[src/rtl/pac_pkg.sv]
// Shared types and constants for the Pac-Man motion slice.
// Direction encoding, screen geometry, keyboard codes and address helper.
package pac_pkg;

  typedef enum logic [2:0] {
    DIR_NONE  = 3'd0,
    DIR_UP    = 3'd1,
    DIR_DOWN  = 3'd2,
    DIR_LEFT  = 3'd3,
    DIR_RIGHT = 3'd4
  } dir_t;

  typedef enum logic [1:0] {
    S_IDLE,
    S_PROBE_REQ,
    S_PROBE_CUR,
    S_COMMIT
  } state_t;

  localparam int SPRITE_SZ = 16;
  localparam int SCREEN_W  = 640;
  localparam int SCREEN_H  = 480;
  localparam int PROBE_LEN = 17;

  localparam logic [7:0] KEY_UP    = 8'h1A;
  localparam logic [7:0] KEY_DOWN  = 8'h16;
  localparam logic [7:0] KEY_LEFT  = 8'h04;
  localparam logic [7:0] KEY_RIGHT = 8'h07;

  function automatic dir_t key_to_dir(
    input logic [7:0] key
  );
    dir_t d;
    case (key)
      KEY_UP:    d = DIR_UP;
      KEY_DOWN:  d = DIR_DOWN;
      KEY_LEFT:  d = DIR_LEFT;
      KEY_RIGHT: d = DIR_RIGHT;
      default:   d = DIR_NONE;
    endcase
    return d;
  endfunction

  // x + y*640 without a multiplier
  function automatic logic [18:0] pix_addr(
    input logic [9:0] x,
    input logic [9:0] y
  );
    logic [18:0] yw;
    yw = {9'd0, y};
    return (yw << 9) + (yw << 7) + {9'd0, x};
  endfunction

endpackage

[src/rtl/pac_edge_prober.sv]
// Walks the 16 pixels on the sprite's leading edge and ORs the wall bits.
// One start pulse gives a fixed 17-cycle probe ending with done.
module pac_edge_prober
  import pac_pkg::*;
(
  input  logic        clk,
  input  logic        rst_n,
  input  logic        start,
  input  dir_t        dir,
  input  logic [9:0]  pos_x,
  input  logic [9:0]  pos_y,
  input  logic        wall_bit,
  output logic [18:0] wall_addr,
  output logic        done,
  output logic        blocked
);

  logic [4:0]  cnt_q, cnt_d;
  logic        active_q, active_d;
  logic        acc_q, acc_d;
  logic        oob;
  logic [9:0]  px, py;
  logic [9:0]  idx;
  logic [10:0] x11, y11;

  assign idx = {6'd0, cnt_q[3:0]};
  assign x11 = {1'b0, pos_x};
  assign y11 = {1'b0, pos_y};

  always_comb begin
    oob = 1'b0;
    px  = pos_x;
    py  = pos_y;
    case (dir)
      DIR_UP: begin
        oob = (pos_y == 10'd0);
        px  = pos_x + idx;
        py  = pos_y - 10'd1;
      end
      DIR_DOWN: begin
        oob = (y11 + 11'(SPRITE_SZ)) > 11'(SCREEN_H - 1);
        px  = pos_x + idx;
        py  = pos_y + 10'(SPRITE_SZ);
      end
      DIR_LEFT: begin
        oob = (pos_x == 10'd0);
        px  = pos_x - 10'd1;
        py  = pos_y + idx;
      end
      DIR_RIGHT: begin
        oob = (x11 + 11'(SPRITE_SZ)) > 11'(SCREEN_W - 1);
        px  = pos_x + 10'(SPRITE_SZ);
        py  = pos_y + idx;
      end
      default: ;
    endcase
  end

  assign done    = active_q && (cnt_q == 5'(PROBE_LEN - 1));
  // last sample arrives in the done cycle, so fold it in directly
  assign blocked = oob | acc_q | wall_bit;

  assign wall_addr = (active_q && !cnt_q[4] && !oob) ?
                     pix_addr(px, py) : '0;

  always_comb begin
    cnt_d    = cnt_q;
    active_d = active_q;
    acc_d    = acc_q;
    if (start) begin
      cnt_d    = '0;
      active_d = 1'b1;
      acc_d    = 1'b0;
    end else if (active_q) begin
      if (cnt_q != 5'd0) acc_d = acc_q | wall_bit;
      if (done) active_d = 1'b0;
      else      cnt_d    = cnt_q + 5'd1;
    end
  end

  always_ff @(posedge clk) begin
    if (!rst_n) begin
      cnt_q    <= '0;
      active_q <= 1'b0;
      acc_q    <= 1'b0;
    end else begin
      cnt_q    <= cnt_d;
      active_q <= active_d;
      acc_q    <= acc_d;
    end
  end

endmodule

[src/rtl/pac_motion.sv]
// Per-frame Pac-Man movement controller: key latch, wall probe FSM,
// position registers and sprite hit/offset for the color mapper.
module pac_motion
  import pac_pkg::*;
#(
  parameter int RESET_X = 312,
  parameter int RESET_Y = 232
) (
  input  logic        Clk,
  input  logic        Reset_n,
  input  logic        frame_clk,
  input  logic [7:0]  keycode,
  input  logic [9:0]  DrawX,
  input  logic [9:0]  DrawY,
  output logic [18:0] wall_addr,
  input  logic        wall_bit,
  output logic        is_pac,
  output logic [9:0]  PacX,
  output logic [9:0]  PacY,
  output logic [9:0]  PosX,
  output logic [9:0]  PosY,
  output logic [2:0]  cur_dir,
  output logic        busy
);

  state_t     state_q, state_d;
  dir_t       req_dir_q, req_dir_d;
  dir_t       cur_dir_q, cur_dir_d;
  dir_t       snap_req_q, snap_req_d;
  dir_t       snap_cur_q, snap_cur_d;
  dir_t       key_dir, probe_dir;
  logic       move_q, move_d;
  logic [9:0] pos_x_q, pos_x_d;
  logic [9:0] pos_y_q, pos_y_d;
  logic       fr_q, fr_d1_q, edge_q;
  logic       start, done, blocked;

  assign key_dir   = key_to_dir(keycode);
  assign probe_dir = (state_q == S_PROBE_CUR) ? snap_cur_q : snap_req_q;

  pac_edge_prober u_prober (
    .clk       (Clk),
    .rst_n     (Reset_n),
    .start     (start),
    .dir       (probe_dir),
    .pos_x     (pos_x_q),
    .pos_y     (pos_y_q),
    .wall_bit  (wall_bit),
    .wall_addr (wall_addr),
    .done      (done),
    .blocked   (blocked)
  );

  always_comb begin
    state_d    = state_q;
    req_dir_d  = (key_dir != DIR_NONE) ? key_dir : req_dir_q;
    cur_dir_d  = cur_dir_q;
    snap_req_d = snap_req_q;
    snap_cur_d = snap_cur_q;
    move_d     = move_q;
    pos_x_d    = pos_x_q;
    pos_y_d    = pos_y_q;
    start      = 1'b0;
    unique case (state_q)
      S_IDLE: begin
        if (edge_q) begin
          snap_req_d = req_dir_q;
          snap_cur_d = cur_dir_q;
          move_d     = 1'b0;
          if (req_dir_q != DIR_NONE) begin
            state_d = S_PROBE_REQ;
            start   = 1'b1;
          end else if (cur_dir_q != DIR_NONE) begin
            state_d = S_PROBE_CUR;
            start   = 1'b1;
          end
        end
      end
      S_PROBE_REQ: begin
        if (done) begin
          if (!blocked) begin
            cur_dir_d = snap_req_q;
            move_d    = 1'b1;
            state_d   = S_COMMIT;
          end else if (snap_cur_q != DIR_NONE &&
                       snap_cur_q != snap_req_q) begin
            state_d = S_PROBE_CUR;
            start   = 1'b1;
          end else begin
            state_d = S_COMMIT;
            if (snap_cur_q == snap_req_q) cur_dir_d = DIR_NONE;
          end
        end
      end
      S_PROBE_CUR: begin
        if (done) begin
          state_d = S_COMMIT;
          if (!blocked) move_d    = 1'b1;
          else          cur_dir_d = DIR_NONE;
        end
      end
      S_COMMIT: begin
        state_d = S_IDLE;
        if (move_q) begin
          case (cur_dir_q)
            DIR_UP:    pos_y_d = pos_y_q - 10'd1;
            DIR_DOWN:  pos_y_d = pos_y_q + 10'd1;
            DIR_LEFT:  pos_x_d = pos_x_q - 10'd1;
            DIR_RIGHT: pos_x_d = pos_x_q + 10'd1;
            default: ;
          endcase
        end
      end
    endcase
  end

  always_ff @(posedge Clk) begin
    if (!Reset_n) begin
      state_q    <= S_IDLE;
      req_dir_q  <= DIR_NONE;
      cur_dir_q  <= DIR_NONE;
      snap_req_q <= DIR_NONE;
      snap_cur_q <= DIR_NONE;
      move_q     <= 1'b0;
      pos_x_q    <= 10'(RESET_X);
      pos_y_q    <= 10'(RESET_Y);
      fr_q       <= 1'b0;
      fr_d1_q    <= 1'b0;
      edge_q     <= 1'b0;
    end else begin
      state_q    <= state_d;
      req_dir_q  <= req_dir_d;
      cur_dir_q  <= cur_dir_d;
      snap_req_q <= snap_req_d;
      snap_cur_q <= snap_cur_d;
      move_q     <= move_d;
      pos_x_q    <= pos_x_d;
      pos_y_q    <= pos_y_d;
      fr_q       <= frame_clk;
      fr_d1_q    <= fr_q;
      edge_q     <= fr_q & ~fr_d1_q;
    end
  end

  logic [10:0] dx_rel, dy_rel;

  assign dx_rel = {1'b0, DrawX} - {1'b0, pos_x_q};
  assign dy_rel = {1'b0, DrawY} - {1'b0, pos_y_q};

  assign is_pac = (DrawX >= pos_x_q) && (DrawY >= pos_y_q) &&
                  (dx_rel < 11'(SPRITE_SZ)) &&
                  (dy_rel < 11'(SPRITE_SZ));

  assign PacX    = is_pac ? dx_rel[9:0] : '0;
  assign PacY    = is_pac ? dy_rel[9:0] : '0;
  assign PosX    = pos_x_q;
  assign PosY    = pos_y_q;
  assign cur_dir = cur_dir_q;
  assign busy    = (state_q != S_IDLE);

endmodule

[config.mk]
export PLATFORM = sky130hd
export DESIGN_NAME = pac_motion
export DESIGN_NICKNAME = d
export VERILOG_FILES = /design/src/rtl/pac_pkg.sv /design/src/rtl/pac_edge_prober.sv /design/src/rtl/pac_motion.sv
export SDC_FILE = /design/constraint.sdc
export NUM_CORES = 1
export LEC_CHECK = 0
export CAP_MARGIN = 10
export CORE_ASPECT_RATIO = 0.8
export CORE_MARGIN = 5
export CORE_UTILIZATION = 60
export DETAILED_ROUTE_END_ITERATION = 10
export GPL_TIMING_DRIVEN = 0
export PLACE_DENSITY = 0.95
export SLEW_MARGIN = 10
export SYNTH_ARGS = -nofsm -noshare
export SYNTH_HDL_FRONTEND = slang
export SYNTH_HIERARCHICAL = 1
export SYNTH_SLANG_ARGS = --single-unit
[constraint.sdc]
create_clock -name Clk -period 15.3 [get_ports Clk]
set_clock_uncertainty 0.1 [all_clocks]
set_input_delay 3.06 -clock Clk [delete_from_list [all_inputs] [get_ports Clk]]
set_output_delay 3.06 -clock Clk [all_outputs]
set_load 0.05 [all_outputs]
==> results.py, run 1 <==
metrics = {
    "detailed_routing": {
        "routed_wirelength_um": 16900,
        "drt_first_iter_violations": 668,
        "drtPass1Iterations": 6,
        "post_drt_via_cell_ratio": 6.10,
        "final_antenna_net_count": 0,
        "via_count": 6456,
        "detail_route.wl_per_cell_um": 16.0,
        "drc": 0,
    },
    "placed_design": {
        "globalplace.congestion": 0.989,
        "port_buffers": 83,
        "detailedPlacementHpwl_um": 13200,
    },
    "logic_synthesis": {
        "synthesis.instances": 816,
        "synth_top_family_by_area": "compound AO/OA/AOI/OAI gates",
        "synth_largest_area_cell": "sky130_fd_sc_hd__ha_1",
        "synth.mux.area_fraction": 0.0239,
        "avgSynthCellArea_um2": 7.52,
        "synth-main-ff-cell": "sky130_fd_sc_hd__dfxtp_1",
        "synth_largest_type_area_fraction": 0.175,
        "seq_area_frac_synth": 0.147,
        "synthXorXnorAreaFrac": 0.0800,
        "edff_count_synth": 0,
        "synth_cell_type_count": 78,
        "postSynth.asyncResetShare": 0,
        "yosys.area_share.simple": 0.236,
        "yosys_register_bits": 45,
        "adder_cell_area_share_of_the_yosys_netlist": 0.202,
        "synth_compound_gate_area_share": 0.244,
        "cell_area_after_synthesis_um2": 6130,
        "warnings_from_yosys": 6,
        "post_synth_main_area_contributors": "sky130_fd_sc_hd__ha_1 (18%), sky130_fd_sc_hd__dfxtp_1 (15%), sky130_fd_sc_hd__nor2_1 (5.4%), sky130_fd_sc_hd__a21oi_1 (4.7%), sky130_fd_sc_hd__xnor2_1 (4.7%)",
    },
    "power": {
        "p_per_area_nw_per_um2": 44.4,
        "power_frac_clock": 0.382,
        "p_comb_frac": 0.247,
        "intPower_w": 0.000228,
        "seq_power_share": 0.372,
        "netSwitchingPower_w": 0.0000984,
        "power_leakage_nw": 3.08,
        "sw_frac_of_total": 0.301,
        "ir_worst_vdd_mv": 0.0747,
    },
    "critical_path": {
        "cp_slowest_cell": "sky130_fd_sc_hd__clkdlybuf4s50_1",
        "critPathMostFrequentCell": "sky130_fd_sc_hd__ha_1",
        "crit_path_max_incr_delay_ps": 830,
        "crit-reg2reg-capture": "u_prober/cnt_q[1]",
        "worst-r2r-cell-count": 15,
        "end_kind": "primary output",
        "timing.reg2reg.setup_slack_ps": 11060,
        "worst-path-max-fanout": 9,
        "reg2reg_from": "state_q[0]",
        "critical_path_required_ps": 12140,
        "worst_setup_path_start_kind": "register",
        "cp.arrival_ps": 8000,
        "criticalPathCategory": "register to primary output",
    },
    "final_layout": {
        "postLayoutCoreUtil": 0.727,
        "final_net_count": 1043,
        "drive_above_1_share": 0.0610,
        "area_growth_syn_to_layout_pct": 19.9,
        "antenna_cells": 0,
    },
    "cts": {
        "tritoncts.num_buffers": 5,
        "cts_hold_repair.buffers": 0,
        "clock_pin_slew_on_the_worst_setup_and_hold_paths_ps": 60,
        "post_cts_setup_buffers": 0,
        "cts.repair.resized": 0,
        "cts_htree_levels": 2,
        "cts_tree": "built",
        "clock-sinks": 45,
        "cts_root_buf": "sky130_fd_sc_hd__clkbuf_16",
        "cts.path.max_buffers": 2,
        "worst_skew_pair.late_latency_ps": 290,
    },
    "die": {
        "rows": 33,
        "standard_cell_core_area_um2": 10100,
        "num_io_pins": 96,
        "floorplan.die.width_um": 123,
        "full_die_area_um2": 12400,
        "initial_utilization": 0.606,
        "die_h_um": 100,
    },
    "hold_path": {
        "min-delay-path-class": "register to register",
        "min_delay_path_depth": 1,
        "worstHoldEndpoint": "edge_q",
        "hold_start": "fr_d1_q",
    },
    "run_status": {
        "outcome": "finished, final reports clean",
    },
    "sta": {
        "timing.hold.ws_ps": 285,
        "final-max-slew-violation-count": 0,
        "rsz0062_at_grt": "no",
        "totalNegativeSetupSlack_ps": 0,
        "final.min_clock_period_ps": 11160,
        "setup_viol_count_final": 0,
        "max_slew_margin": 0.261,
        "max_slew.worst_pin.slew_ps": 1100,
        "min_period_over_period": 0.729,
        "max_freq_ghz": 0.0896,
        "hold_viol_final": 0,
    },
    "grt": {
        "globalRouteMet3Util": 0.0355,
        "use_met1": 0.368,
        "maximum_number_of_pins_on_one_net_before_global_route_repair": 16,
        "wire_length_of_the_first_global_routing_pass_um": 28000,
        "global_route.peak_usage_layer": "met2",
        "global_route.usage.met2": 0.452,
        "gr-total-overflow": 0,
        "grt_antenna_before_repair": 0,
        "first_global_vias": 5958,
        "grt.total_usage": 0.272,
    },
    "flow_run": {
        "total_of_max_cap_violations": 0,
    },
}
cells in the mapped netlist (all sizes together) (3+ instances only):
library cell	count
nor2	88
ha	86
nand2	72
a21oi	60
inv	56
dfxtp	45
o21ai	45
xnor2	33
nand3	24
xor2	23
nor3	22
a211oi	18
a21o	18
buf	18
clkbuf	15
nor2b	11
o21a	11
nand2b	10
nor4	10
mux2i	9
o211ai	9
a31oi	8
fa	8
nand4	8
or2	8
and2	7
and3	6
or3	6
mux2	5
nor3b	5
o31a	5
a22o	4
nand3b	4
o21bai	4
o22ai	4
o31ai	4
or4	4
a2111oi	3
a221o	3
a221oi	3
and4b	3
worst max path at each step:
stage,startpoint,end,slack (ps),depth (start not counted)
after floorplan,state_q[0],wall_addr[18],5490,28
after global placement,state_q[0],wall_addr[18],4820,29
after detailed placement,state_q[0],wall_addr[18],4590,29
after CTS,state_q[0],wall_addr[18],4240,29
after global routing,state_q[0],wall_addr[18],3660,29
final,state_q[0],wall_addr[18],4140,29
worst max-delay path: cells and delay by family (launching register included):
family | cells | cell delay (ps)
flops | 1 | 350
simple gates | 6 | 1110
mux | 1 | 400
buf+inv | 5 | 1480
fa+ha+maj | 6 | 1660
compound gates | 11 | 2690
sequential cells by signal, summed over array words and instances, names as in the netlist:
register,count
snap_req_q,3
PosX,10
edge_q,1
state_q,2
fr_d1_q,1
snap_cur_q,3
u_prober/cnt_q,5
move_q,1
u_prober/acc_q,1
u_prober/active_q,1
PosY,10
fr_q,1
cur_dir,3
req_dir_q,3
stage by stage:
| step | cell area [um^2] | total power (W) | instances | setup slack [ps] |
|---|---|---|---|---|
| floorplan | 6180 | 0.000179 | 827 | 5490 |
| finish | 7350 | 0.000326 | 1058 | 4140 |
| global route | 7350 | 0.000339 | 1058 | 3660 |
| detailed placement | 7180 | 0.000202 | 1050 | 4590 |
| CTS | 7350 | 0.000325 | 1058 | 4240 |
| global placement | 7180 | 0.000200 | 1050 | 4820 |
metal layers:
layer / vias up / part of all wire
met5: - / 0
met4: 0 / 0.023
met3: 46 / 0.097
met2: 334 / 0.46
met1: 2947 / 0.42
li1: 3129 / -
power groups by stage:
| stage | clock (W) | sequential [W] | combinational (W) |
|---|---|---|---|
| final | 0.000125 | 0.000121 | 0.0000805 |
| after detailed placement | 0 | 0.000124 | 0.0000786 |
| after global placement | 0 | 0.000123 | 0.0000762 |
| after global routing | 0.000130 | 0.000122 | 0.0000871 |
| after CTS | 0.000125 | 0.000121 | 0.0000794 |
| after floorplan | 0 | 0.000123 | 0.0000559 |
layout make-up:
| class | count | area, um^2 |
|---|---|---|
| Fill cell | 789 | 2760 |
| Buffer | 33 | 198 |
| Multi-Input combinational cell | 692 | 4860 |
| Timing Repair Buffer | 83 | 831 |
| Inverter | 57 | 214 |
| Tap cell | 140 | 175 |
| Sequential cell | 45 | 901 |
| Clock buffer | 5 | 125 |
| Clock inverter | 3 | 46.3 |
logic make-up (layout without fill, tap and decap cells):
family | after synthesis | count (layout)
AND/OR/NAND/NOR | 293 | 293
AO/OA/AOI/OAI | 223 | 223
adder cells (fa/ha/maj) | 94 | 94
buffers and inverters | 90 | 181
XOR/XNOR | 56 | 56
flip-flops | 45 | 45
multiplexers | 14 | 14
other | 1 | 12
placed cells by master, fill, tap and decap left out, types with 5 or more instances in the layout:
cell type	count
sky130_fd_sc_hd__nor2_1	88
sky130_fd_sc_hd__ha_1	86
sky130_fd_sc_hd__clkdlybuf4s50_1	83
sky130_fd_sc_hd__nand2_1	72
sky130_fd_sc_hd__a21oi_1	58
sky130_fd_sc_hd__inv_1	56
sky130_fd_sc_hd__dfxtp_1	45
sky130_fd_sc_hd__o21ai_0	45
sky130_fd_sc_hd__xnor2_1	33
sky130_fd_sc_hd__xor2_1	23
sky130_fd_sc_hd__nand3_1	22
sky130_fd_sc_hd__nor3_1	21
sky130_fd_sc_hd__a21o_1	18
sky130_fd_sc_hd__a211oi_1	16
sky130_fd_sc_hd__clkbuf_1	14
sky130_fd_sc_hd__buf_4	12
sky130_fd_sc_hd__conb_1	12
sky130_fd_sc_hd__nor2b_1	11
sky130_fd_sc_hd__o21a_1	11
sky130_fd_sc_hd__nand2b_1	10
sky130_fd_sc_hd__nor4_1	9
sky130_fd_sc_hd__mux2i_1	9
sky130_fd_sc_hd__o211ai_1	9
sky130_fd_sc_hd__a31oi_1	8
sky130_fd_sc_hd__nand4_1	8
sky130_fd_sc_hd__fa_1	8
sky130_fd_sc_hd__and2_1	7
sky130_fd_sc_hd__or2_2	7
sky130_fd_sc_hd__or3_1	6
sky130_fd_sc_hd__nor3b_1	5
sky130_fd_sc_hd__o31a_1	5
sky130_fd_sc_hd__mux2_2	5
sky130_fd_sc_hd__clkbuf_16	5
Power figures use the tool's default switching activity.
==> run 2, diff against run 1 <==
--- a/config.mk
+++ b/config.mk
@@ -8,10 +8,10 @@
 export CAP_MARGIN = 10
 export CORE_ASPECT_RATIO = 0.8
 export CORE_MARGIN = 5
-export CORE_UTILIZATION = 60
+export CORE_UTILIZATION = 56
 export DETAILED_ROUTE_END_ITERATION = 10
 export GPL_TIMING_DRIVEN = 0
-export PLACE_DENSITY = 0.95
+export PLACE_DENSITY = 0.93
 export SLEW_MARGIN = 10
 export SYNTH_ARGS = -nofsm -noshare
 export SYNTH_HDL_FRONTEND = slang
==> constraint.sdc (replaced) <==
create_clock -name Clk -period 10.8 [get_ports Clk]
set_clock_uncertainty 0.1 [all_clocks]
set_input_delay 2.16 -clock Clk [delete_from_list [all_inputs] [get_ports Clk]]
set_output_delay 2.16 -clock Clk [all_outputs]
set_load 0.05 [all_outputs]
==> run 2 against run 1 <==
  * Critical path depth did not move
  * Register-to-register slack got worse by 4500 ps
  * Via count fell by 0.28%
  * Critical endpoint is now wall_addr[16]
  * Highest routed layer unchanged
==> results.py, run 2 (same netlist as run 1, synthesis figures left out) <==
metrics = {
    "placed_design": {
        "port_buffers": 83,
        "post-place-cells": 1054,
        "detailedPlacementHpwl_um": 13300,
        "globalplace.congestion": 0.981,
        "placed_instance_area_um2": 7190,
    },
    "sta": {
        "totalNegativeSetupSlack_ps": 0,
        "max_slew.worst_pin.slew_ps": 961,
        "max_freq_ghz": 0.101,
        "hold_viol_final": 0,
        "setup_viol_count_final": 0,
        "final.min_clock_period_ps": 9940,
        "final-max-slew-violation-count": 0,
        "max_slew_margin": 0.354,
        "rsz0062_at_grt": "no",
        "min_period_over_period": 0.921,
        "timing.hold.ws_ps": 289,
    },
    "critical_path": {
        "cp_slowest_cell": "sky130_fd_sc_hd__clkdlybuf4s50_1",
        "crit_buf_inv": 5,
        "end_kind": "primary output",
        "worst-path-max-fanout": 9,
        "cp.arrival_ps": 7680,
        "timing.reg2reg.setup_slack_ps": 6590,
        "criticalPathCategory": "register to primary output",
        "crit_path_max_incr_delay_ps": 800,
        "worst-r2r-cell-count": 15,
        "critical_path_required_ps": 8540,
        "critPathMostFrequentCell": "sky130_fd_sc_hd__ha_1",
        "worst_setup_path_start_kind": "register",
        "crit_family": "compound AO/OA/AOI/OAI gates",
        "critical_path_depth": 29,
    },
    "final_layout": {
        "drive_above_1_share": 0.0610,
        "instances_no_fill": 1062,
        "multi_input_area_um2": 4860,
        "num-fill-cells": 887,
        "antenna_cells": 0,
        "final_cell_mix": "sky130_fd_sc_hd__nor2_1 (88), sky130_fd_sc_hd__ha_1 (86), sky130_fd_sc_hd__clkdlybuf4s50_1 (82)",
        "postLayoutCellArea_um2": 7370,
        "most_common_library_cell_in_the_layout_ignoring_fill_and_taps": "sky130_fd_sc_hd__nor2_1",
        "seq_area_um2": 901,
        "area_growth_syn_to_layout_pct": 20.1,
        "final_net_count": 1043,
    },
    "hold_path": {
        "min_delay_path_depth": 1,
        "min-delay-path-class": "register to register",
    },
    "detailed_routing": {
        "routed-wl-met3_um": 1560,
        "drtPass1Iterations": 5,
        "via_count": 6438,
        "detail_route.wl_per_cell_um": 16.5,
        "final_antenna_net_count": 0,
        "drc": 0,
        "routed_wirelength_um": 17500,
        "wl_met1_um": 7430,
        "post_drt_via_cell_ratio": 6.06,
        "detailed_route_wirelength_on_metal2_um": 7880,
        "drt_first_iter_violations": 539,
        "top_signal_layer_used": "met4",
    },
    "cts": {
        "cts_htree_levels": 2,
        "cts_root_buf": "sky130_fd_sc_hd__clkbuf_16",
        "cts_tree": "built",
        "clock_pin_slew_on_the_worst_setup_and_hold_paths_ps": 70,
        "cts.path.max_buffers": 2,
        "clock-sinks": 45,
        "worst_skew_pair.late_latency_ps": 290,
        "tritoncts.num_buffers": 5,
    },
    "power": {
        "report.power.total_w": 0.000470,
        "ir_worst_vdd_mv": 0.0576,
        "power_leakage_nw": 3.11,
        "p_per_area_nw_per_um2": 63.8,
    },
    "die": {
        "standard_cell_core_area_um2": 10800,
        "rows": 34,
        "initial_utilization": 0.568,
        "die_h_um": 104,
        "full_die_area_um2": 13200,
        "num_io_pins": 96,
        "floorplan.die.width_um": 127,
    },
    "run_status": {
        "outcome": "finished, final reports clean",
    },
    "flow_run": {
        "total_of_max_cap_violations": 0,
    },
    "grt": {
        "first_global_vias": 6312,
        "grt.total_usage": 0.261,
        "maximum_number_of_pins_on_one_net_before_global_route_repair": 17,
        "gr-total-overflow": 0,
        "grt_antenna_before_repair": 0,
        "wire_length_of_the_first_global_routing_pass_um": 29400,
    },
}
==> run 2: layout make-up <==
cell class,instances,share of cell area
Buffer,33,0.0268
Clock buffer,5,0.0170
Clock inverter,3,0.00679
Inverter,57,0.0290
Multi-Input combinational cell,692,0.660
Sequential cell,45,0.122
Tap cell,144,0.0245
Timing Repair Buffer,83,0.113
==> run 2: routing by layer <==
| metal | track usage | up-vias |
|---|---|---|
| met3 | 0.0406 | 58 |
| li1 | - | 3138 |
| met4 | 0.114 | 0 |
| met1 | 0.345 | 2864 |
| met2 | 0.420 | 378 |
| met5 | 0 | - |
==> run 2: final timing paths <==
path	end	startpoint
worst min-delay path	edge_q	fr_d1_q
worst max-delay path	wall_addr[16]	state_q[0]
worst max register to register	u_prober/cnt_q[1]	state_q[0]
worst min register to register	edge_q	fr_d1_q
==> run 2: power by group <==
part	total, W	switching [W]	internal (W)
logic	0.000115	0.0000701	0.0000449
clock network	0.000184	0.0000726	0.000111
registers	0.000171	0.00000234	0.000169
total	0.000470	0.000145	0.000325
==> run 2: per-stage QoR <==
step                       util  worst slack [ps]
final                     0.682               858
after global routing      0.682               216
after CTS                 0.681               545
after detailed placement  0.665              1020
after global placement    0.665              1160
after floorplan               -              1890
==> run 2: repair_timing <==
item                                    4_1_cts  5_1_grt
hold buffers                                  0        0
endpoints found under the setup margin        0        1
setup buffers                                 0        0
gates resized for setup                       0        2
